## src/rtl/iman_emulator_if.sv

```systemverilog
// Bundles the iman_emulator configuration inputs and magnet-line outputs.
// The stimulus side drives the configuration; the emulator drives the line and status outputs.
interface iman_emulator_if #(
    parameter int PERIOD_W = 24
);
    logic                enable;
    logic [PERIOD_W-1:0] periodo;
    logic [PERIOD_W-1:0] ancho;
    logic                rebote_en;
    logic                iman;
    logic                revolucion;
    logic [15:0]         vueltas;
    logic                cfg_error;

    modport master (
        output enable, periodo, ancho, rebote_en,
        input  iman, revolucion, vueltas, cfg_error
    );

    modport slave (
        input  enable, periodo, ancho, rebote_en,
        output iman, revolucion, vueltas, cfg_error
    );
endinterface

```

## src/rtl/iman_emulator.sv

```systemverilog
// Wheel-magnet pulse generator: optional contact-bounce burst, then a clean pulse, once per period.
// All outputs are registered; a start sampled at edge n shows on iman in cycle n+1. There is no backpressure.
module iman_emulator #(
    parameter int PERIOD_W      = 24,
    parameter int BOUNCE_COUNT  = 3,
    parameter int BOUNCE_CYCLES = 4
) (
    input  logic           clock,
    input  logic           reset_n,
    iman_emulator_if.slave bus
);
    typedef enum logic [1:0] {IDLE, BOUNCE, HIGH, LOW} state_t;

    localparam logic [PERIOD_W-1:0] ONE   = PERIOD_W'(1);
    localparam logic [PERIOD_W-1:0] BL_ON = PERIOD_W'(2 * BOUNCE_COUNT * BOUNCE_CYCLES);
    localparam logic [PERIOD_W-1:0] BC    = PERIOD_W'(BOUNCE_CYCLES);

    state_t              state_q, state_d;
    logic [PERIOD_W-1:0] cnt_q, cnt_d;
    logic [PERIOD_W-1:0] p_q, p_d;
    logic [PERIOD_W-1:0] w_q, w_d;
    logic                be_q, be_d;
    logic                iman_q, iman_d;
    logic                rev_q, rev_d;
    logic                err_q, err_d;
    logic [15:0]         vueltas_q, vueltas_d;

    logic [PERIOD_W-1:0] bl_in, bl_sh;
    logic [PERIOD_W+1:0] need;
    logic                cfg_ok, sample;

    always_comb begin
        bl_in  = bus.rebote_en ? BL_ON : '0;
        bl_sh  = be_q ? BL_ON : '0;
        // Widened so a large ancho cannot wrap and masquerade as a short, valid config.
        need   = {2'b00, bl_in} + {2'b00, bus.ancho} + (PERIOD_W+2)'(1);
        cfg_ok = (bus.ancho != '0) && ({2'b00, bus.periodo} >= need);
        sample = (state_q == IDLE) || ((state_q == LOW) && (cnt_q == p_q - ONE));
    end

    always_comb begin
        state_d = state_q;
        cnt_d   = cnt_q + ONE;
        p_d     = p_q;
        w_d     = w_q;
        be_d    = be_q;
        err_d   = err_q;
        if (sample) begin
            cnt_d = '0;
            if (bus.enable && cfg_ok) begin
                p_d     = bus.periodo;
                w_d     = bus.ancho;
                be_d    = bus.rebote_en;
                err_d   = 1'b0;
                state_d = bus.rebote_en ? BOUNCE : HIGH;
            end else begin
                if (bus.enable) begin
                    err_d = 1'b1;
                end
                state_d = IDLE;
            end
        end else begin
            case (state_q)
                BOUNCE: if (cnt_q == bl_sh - ONE) state_d = HIGH;
                HIGH:   if (cnt_q == bl_sh + w_q - ONE) state_d = LOW;
                default: ;
            endcase
        end

        // Outputs are a function of the upcoming state so they line up with it after the edge.
        iman_d    = (state_d == HIGH) ||
                    ((state_d == BOUNCE) && (((cnt_d / BC) & ONE) == '0));
        rev_d     = (state_d == HIGH) && (state_q != HIGH);
        vueltas_d = vueltas_q + {15'd0, rev_d};
    end

    always_ff @(posedge clock) begin
        if (!reset_n) begin
            state_q   <= IDLE;
            cnt_q     <= '0;
            p_q       <= '0;
            w_q       <= '0;
            be_q      <= 1'b0;
            iman_q    <= 1'b0;
            rev_q     <= 1'b0;
            err_q     <= 1'b0;
            vueltas_q <= '0;
        end else begin
            state_q   <= state_d;
            cnt_q     <= cnt_d;
            p_q       <= p_d;
            w_q       <= w_d;
            be_q      <= be_d;
            iman_q    <= iman_d;
            rev_q     <= rev_d;
            err_q     <= err_d;
            vueltas_q <= vueltas_d;
        end
    end

    assign bus.iman       = iman_q;
    assign bus.revolucion = rev_q;
    assign bus.vueltas    = vueltas_q;
    assign bus.cfg_error  = err_q;
endmodule

```

## src/flat_wrapper.sv

```systemverilog
// flat-port wrapper written by rule: the top's interface ports become plain ports
module iman_emulator_flat 
#(
    parameter int PERIOD_W      = 24,
    parameter int BOUNCE_COUNT  = 3,
    parameter int BOUNCE_CYCLES = 4
)
  (clock, reset_n, bus_enable, bus_periodo, bus_ancho, bus_rebote_en, bus_iman, bus_revolucion, bus_vueltas, bus_cfg_error);
  iman_emulator_if #(.PERIOD_W(PERIOD_W)) bus_i ();
  input  logic clock;
  input  logic reset_n;
  input wire logic [$bits(bus_i.enable)-1:0] bus_enable;
  input wire logic [$bits(bus_i.periodo)-1:0] bus_periodo;
  input wire logic [$bits(bus_i.ancho)-1:0] bus_ancho;
  input wire logic [$bits(bus_i.rebote_en)-1:0] bus_rebote_en;
  output wire logic [$bits(bus_i.iman)-1:0] bus_iman;
  output wire logic [$bits(bus_i.revolucion)-1:0] bus_revolucion;
  output wire logic [$bits(bus_i.vueltas)-1:0] bus_vueltas;
  output wire logic [$bits(bus_i.cfg_error)-1:0] bus_cfg_error;
  assign bus_i.enable = bus_enable;
  assign bus_i.periodo = bus_periodo;
  assign bus_i.ancho = bus_ancho;
  assign bus_i.rebote_en = bus_rebote_en;
  assign bus_iman = bus_i.iman;
  assign bus_revolucion = bus_i.revolucion;
  assign bus_vueltas = bus_i.vueltas;
  assign bus_cfg_error = bus_i.cfg_error;
  iman_emulator #(.PERIOD_W(PERIOD_W), .BOUNCE_COUNT(BOUNCE_COUNT), .BOUNCE_CYCLES(BOUNCE_CYCLES)) u_core (.clock(clock), .reset_n(reset_n), .bus(bus_i));
endmodule
```

## config.mk

```make
export PLATFORM = sky130hd
export DESIGN_NAME = iman_emulator_flat
export DESIGN_NICKNAME = d
export VERILOG_FILES = /design/src/rtl/iman_emulator_if.sv /design/src/rtl/iman_emulator.sv /design/src/flat_wrapper.sv
export SDC_FILE = /design/constraint.sdc
export NUM_CORES = 1
export LEC_CHECK = 0
export CORE_ASPECT_RATIO = 0.6
export CORE_MARGIN = 2
export CORE_UTILIZATION = 47
export CTS_CLUSTER_SIZE = 28
export DETAILED_ROUTE_END_ITERATION = 8
export PLACE_DENSITY = 0.67
export SLEW_MARGIN = 25
export SYNTH_ARGS = -nofsm -noshare
export SYNTH_HDL_FRONTEND = slang
export SYNTH_SLANG_ARGS = --single-unit
```

## constraint.sdc

```tcl
create_clock -name clock -period 11.5 [get_ports clock]
set_clock_uncertainty 0.05 [all_clocks]
set_input_delay 2.875 -clock clock [delete_from_list [all_inputs] [get_ports clock]]
set_output_delay 2.875 -clock clock [all_outputs]
set_load 0.02 [all_outputs]
```

==> impl_metrics.ini, run 1 <==
[outcome]
status = completed

[finish]
fill_cells = 1665
antenna_cells = 0
drive_gt1_share_pct = 2.94
final_nets = 1164
design_area_sq_mm = 0.00919
syn2layout_area_growth_pct = 12.5

[timing]
fmax_ghz = 0.102
finalCritPeriodShare_pct = 85.4
finalSetupViolations = 0
worst_pin_slew_ns = 0.934
post-route-min-period_ns = 9.82
hold_viol_final = 0
setup_tns_ns = 0
rsz0062_at_grt = no
maxSlewHeadroom_pct = 37.1
slew_violations = 0

[synthesis]
yosysSeqAreaShare_pct = 23.0
synth_top_family_by_area = simple AND/OR/NAND/NOR gates
ys_ff_latch = 94
synth_edf_count = 0
syn_area_per_cell_sq_um = 7.89
yosys_warnings = 0
synth-compound-area-share_pct = 15.6
synth_xor_area_share_pct = 13.6
synth.distinct_cells = 69
netlist_area_sq_mm = 0.00817
synth-main-ff-cell = dfxtp_1
synthMuxAreaShare_pct = 5.67
async_reset_ff_share_pct = 0
synthAdderAreaFrac_pct = 9.81
synthSimpleGateAreaFrac_pct = 26.7
synth_cells = 1035
synthesis.nets = 1149

[worst_setup_path]
required_ns = 11.70
cp.arrival_ns = 10.02
crit_start = bus_rebote_en
crit_top_cell = ha_1
cp_top_family = compound AO/OA/AOI/OAI gates
crit_path_top_delay_cell = a211oi_1
path_max_fanout = 28
endpoint_kind = flip-flop
reg2regPathDepth = 16
cp.depth = 27
crit_buf_inv = 2
worstReg2RegStart = u_core.p_q[0]
slowest_delay_ns = 0.63
start_kind = input port
worstSetupPathType = in -> reg

[clock_network]
clock-sinks = 94
cts_buffer_depth = 2
hold_buffers = 0
cts_resized = 0
postCtsSetupRepairBufs = 0
h-tree-depth = 3
cts_tree = done
root_buffer = clkbuf_16
insertion_delay_ns = 0.36
cts_buffers = 9
cts.clk_slew.worst_paths_ns = 0.07

[power_and_ir_drop]
switching_share_pct = 36.1
seq_power_share_pct = 35.0
powerDensity_mw_per_mm2 = 109
power_mw = 1.00
p_switching_mw = 0.361
share_comb_of_total_power_pct = 35.3
internal_power_mw = 0.639
peakVddDrop_v = 0.0000672
cellLeakagePower_nw = 3.62
pwr-share-clk_pct = 29.7

[detailed_routing]
ant_nets = 0
routed_wl_um = 24900
post_drt_via_cell_ratio = 5.98
first_pass_iters = 5
drtIter0Drc = 647
vias = 7713
wire_per_inst_um = 19.3
drc = 0

[global_routing]
grt_pass1_vias = 7018
met3_usage_pct = 7.22
gr-max-usage-layer = met1
met1_usage_pct = 42.2
overflow = 0
antenna_found_initial = 1
grt_start_max_net_pins = 73
grt_first_pass_wirelength_um = 39500
grtUsageTotal_pct = 27.3
met2_usage_pct = 37.7

[min_path]
min_path_cells = 1
hold_start = u_core.bus.cfg_error
min_path_type = reg -> reg

[die]
dieArea_sq_mm = 0.0185
die-width_um = 174
io_pins = 71
rows = 37
die_y_um = 106
initial_utilization_pct = 47.8
coreArea_sq_mm = 0.0171

[place]
placedInstanceArea_sq_mm = 0.00889
io_buffers = 70
place_congestion = 0.989
hpwl_um = 20000

[flow_run]
maxCapViolations = 0
## state kept, by name, summed over array words and instances, names as in the netlist
| signal | flops |
|---|---|
| u_core.bus.cfg_error | 1 |
| u_core.cnt_q | 24 |
| u_core.bus.iman | 1 |
| u_core.state_q | 2 |
| u_core.bus.revolucion | 1 |
| u_core.w_q | 24 |
| u_core.bus.vueltas | 16 |
| u_core.be_q | 1 |
| u_core.p_q | 24 |
## stage by stage
| stage | util [%] | setup WS [ns] | std cells | hold WS (ns) |
|---|---|---|---|---|
| after floorplan | - | 3.18 | 1035 | 0.422 |
| after global placement | 52.1 | 1.76 | 1273 | 0.445 |
| after detailed placement | 52.1 | 1.48 | 1273 | 0.441 |
| after CTS | 53.8 | 1.82 | 1289 | 0.462 |
| after global routing | 53.8 | 1.22 | 1289 | 0.498 |
| final | 53.8 | 1.68 | 1289 | 0.458 |
## cells in the mapped netlist, drive strengths merged (24+ instances only)
cell	count	area share [%]
a21oi	36	2.2
and2	27	2.1
clkbuf	59	2.7
dfxtp	94	23
ha	60	9.2
inv	46	2.1
mux2i	44	5.4
nand2	67	3.1
nand3	41	2.5
nand4	30	2.3
nor2	72	3.3
nor2b	48	3.7
nor3	24	1.5
o21ai	49	3.0
xnor2	71	7.6
xor2	56	6.0
## power by group through the flow
stage                     sequential, mW  clock [mW]  combinational (mW)
after floorplan                    0.353           0               0.252
after global placement             0.357           0               0.340
after detailed placement           0.357           0               0.340
after CTS                          0.350       0.303               0.343
after global routing               0.351       0.316               0.385
final                              0.350       0.297               0.353
## cell type report
| cell class | instances | area (sq um) | area share (%) |
|---|---|---|---|
| Sequential cell | 94 | 1880 | 20.5 |
| Clock inverter | 7 | 68.8 | 0.749 |
| Timing Repair Buffer | 72 | 711 | 7.74 |
| Clock buffer | 9 | 225 | 2.45 |
| Multi-Input combinational cell | 827 | 5840 | 63.5 |
| Inverter | 46 | 173 | 1.88 |
| Tap cell | 234 | 293 | 3.19 |
## per-layer routing
metal / up-vias / wire length (um)
li1: 3732 / -
met1: 3662 / 12800
met2: 300 / 9540
met3: 19 / 2400
met4: 0 / 213
met5: - / 0
## placed cells by master, fill, tap and decap left out, types with 13 or more instances in the layout
cell | Yosys | final
o21a_1 | 13 | 13
a21oi_1 | 36 | 36
inv_1 | 46 | 46
mux2i_1 | 44 | 44
clkdlybuf4s50_1 | 0 | 69
nand4_1 | 30 | 30
nor4_1 | 19 | 19
dfxtp_1 | 94 | 94
o21ai_0 | 49 | 49
ha_1 | 60 | 60
nand2_1 | 67 | 67
xnor2_1 | 71 | 71
nand3_1 | 41 | 41
xor2_1 | 56 | 56
nor2_1 | 72 | 72
nor3_1 | 24 | 24
and2_1 | 27 | 27
nor2b_1 | 48 | 48
or3_1 | 14 | 14
## kinds of logic (layout without fill, tap and decap cells)
| group | after synthesis | in the layout |
|---|---|---|
| simple gates | 402 | 402 |
| compound gates | 189 | 189 |
| xor+xnor | 127 | 127 |
| buf+inv | 114 | 134 |
| flops | 94 | 94 |
| fa+ha+maj | 63 | 63 |
| mux | 46 | 46 |
## worst paths after layout
path	endpoint	slack, ns
worst max-delay path	u_core.bus.vueltas[11]	1.68
worst min-delay path	u_core.bus.cfg_error	0.46
worst max register to register	u_core.bus.vueltas[11]	5.86
worst min register to register	u_core.bus.cfg_error	0.46
Note: power is estimated with default switching activity, not from simulation.
==> run 2: changes to the inputs <==
==> constraint.sdc (replaced) <==
create_clock -name clock -period 11.5 [get_ports clock]
set_clock_uncertainty 0.05 [all_clocks]
set_input_delay 2.3 -clock clock [delete_from_list [all_inputs] [get_ports clock]]
set_output_delay 2.3 -clock clock [all_outputs]
set_load 0.02 [all_outputs]
==> impl_metrics.ini, run 2 (synthesis results as in run 1) <==
[power_and_ir_drop]
p_switching_mw = 0.358
internal_power_mw = 0.682
pwr-share-clk_pct = 32.6
share_comb_of_total_power_pct = 33.7
power_mw = 1.04
cellLeakagePower_nw = 3.64
switching_share_pct = 34.4
peakVddDrop_v = 0.0000731
powerDensity_mw_per_mm2 = 113
seq_power_share_pct = 33.7

[clock_network]
cts_buffers = 9
postCtsSetupRepairBufs = 0
cts_buffer_depth = 2
clock-sinks = 94
insertion_delay_ns = 0.36
cts.clk_slew.worst_paths_ns = 0.07
cts_resized = 0
root_buffer = clkbuf_16
h-tree-depth = 3
hold_buffers = 0
cts_tree = done

[timing]
worst_pin_slew_ns = 0.925
fmax_ghz = 0.105
hold_slack_ns = 0.469
rsz0062_at_grt = no
post-route-min-period_ns = 9.57
maxSlewHeadroom_pct = 38.3
hold_viol_final = 0
finalSetupViolations = 0
worst_slack_ns = 1.93
finalCritPeriodShare_pct = 83.2
setup_tns_ns = 0
slew_violations = 0

[worst_setup_path]
cp_top_family = simple AND/OR/NAND/NOR gates
endpoint_kind = flip-flop
path_max_fanout = 61
worstReg2RegStart = u_core.p_q[0]
r2r-end = u_core.bus.vueltas[11]
required_ns = 11.71
ff2ff_setup_slack_ns = 5.62
slowest_delay_ns = 0.73
crit_buf_inv = 2
crit_top_cell = ha_1
start_kind = input port
crit_path_top_delay_cell = or4b_4
worstSetupPathType = in -> reg
crit_start = bus_rebote_en
reg2regPathDepth = 16
cp.arrival_ns = 9.77

[place]
io_buffers = 70
placed_cells = 1273
place_congestion = 0.976
dpl_worst_slack_ns = 1.70
placedInstanceArea_sq_mm = 0.00889
hpwl_um = 19800

[global_routing]
antenna_found_initial = 0
grtUsageTotal_pct = 27.8
grt_first_pass_wirelength_um = 39900
overflow = 0
grt_pass1_vias = 6978
grt_start_max_net_pins = 73

[detailed_routing]
vias = 7795
first_pass_iters = 5
ant_nets = 0
drc = 0
wire_per_inst_um = 19.5
post_drt_via_cell_ratio = 6.05
drtIter0Drc = 722
routed_wl_um = 25200

[min_path]
min_path_cells = 1
hold_start = u_core.bus.cfg_error
holdPathEnd = u_core.bus.cfg_error
min_path_type = reg -> reg

[finish]
layout_commonest_cell = dfxtp_1
fill_cells = 1629
final_nets = 1164
stdcell_count = 1289
final_cell_mix = dfxtp_1 (94), nor2_1 (72), xnor2_1 (71)
post-route-util_pct = 54.0
largestRegisters = u_core.cnt_q x24, u_core.p_q x24, u_core.w_q x24
drive_gt1_share_pct = 2.84
syn2layout_area_growth_pct = 12.9
antenna_cells = 0
design_area_sq_mm = 0.00922

[flow_run]
maxCapViolations = 0

[die]
dieArea_sq_mm = 0.0185
initial_utilization_pct = 47.8
die_y_um = 106
die-width_um = 174
coreArea_sq_mm = 0.0171
io_pins = 71
rows = 37

[outcome]
status = completed
[run 2: cell count changes in the layout (fill, tap and decap cells not counted), sizes merged]
cell / previous run / this run
clkbuf: 9 / 10
inv: 49 / 50
clkinvlp: 1 / 0
clkinv: 3 / 0
bufinv: 0 / 2
[run 2: area by class of cell]
class	count	area (sq um)	area share, %
multi-input cells	827	5840	63.3
flip-flops and latches	94	1880	20.4
repair buffers	72	711	7.71
well taps	234	293	3.18
clock buffers	10	229	2.48
inverters	46	173	1.87
clock inverters	6	97.6	1.06
[run 2: worst max path at each step]
stage | end | slack (ns) | depth (start not counted)
6_report | u_core.bus.vueltas[11] | 1.93 | 27
5_1_grt | u_core.bus.vueltas[11] | 1.46 | 27
3_5_place_dp | u_core.bus.vueltas[11] | 1.70 | 27
3_3_place_gp | u_core.bus.vueltas[11] | 2.04 | 27
2_1_floorplan | u_core.bus.vueltas[11] | 3.75 | 28
4_1_cts | u_core.bus.vueltas[11] | 2.05 | 27
[run 2: power by group through the flow]
stage | clock network, mW | logic, mW | registers (mW)
global route | 0.356 | 0.385 | 0.352
floorplan | 0 | 0.252 | 0.353
finish | 0.339 | 0.351 | 0.350
global placement | 0 | 0.340 | 0.357
CTS | 0.342 | 0.342 | 0.350
detailed placement | 0 | 0.339 | 0.358
[run 2: layer usage]
layer	wire, um	part of all wire (%)	vias up	global-route usage, %
met5	0	0	-	0
met4	279	1.1	0	5.28
met3	2660	11	26	7.37
met2	9460	38	351	36.4
met1	12800	51	3673	44.0
li1	-	-	3745	-
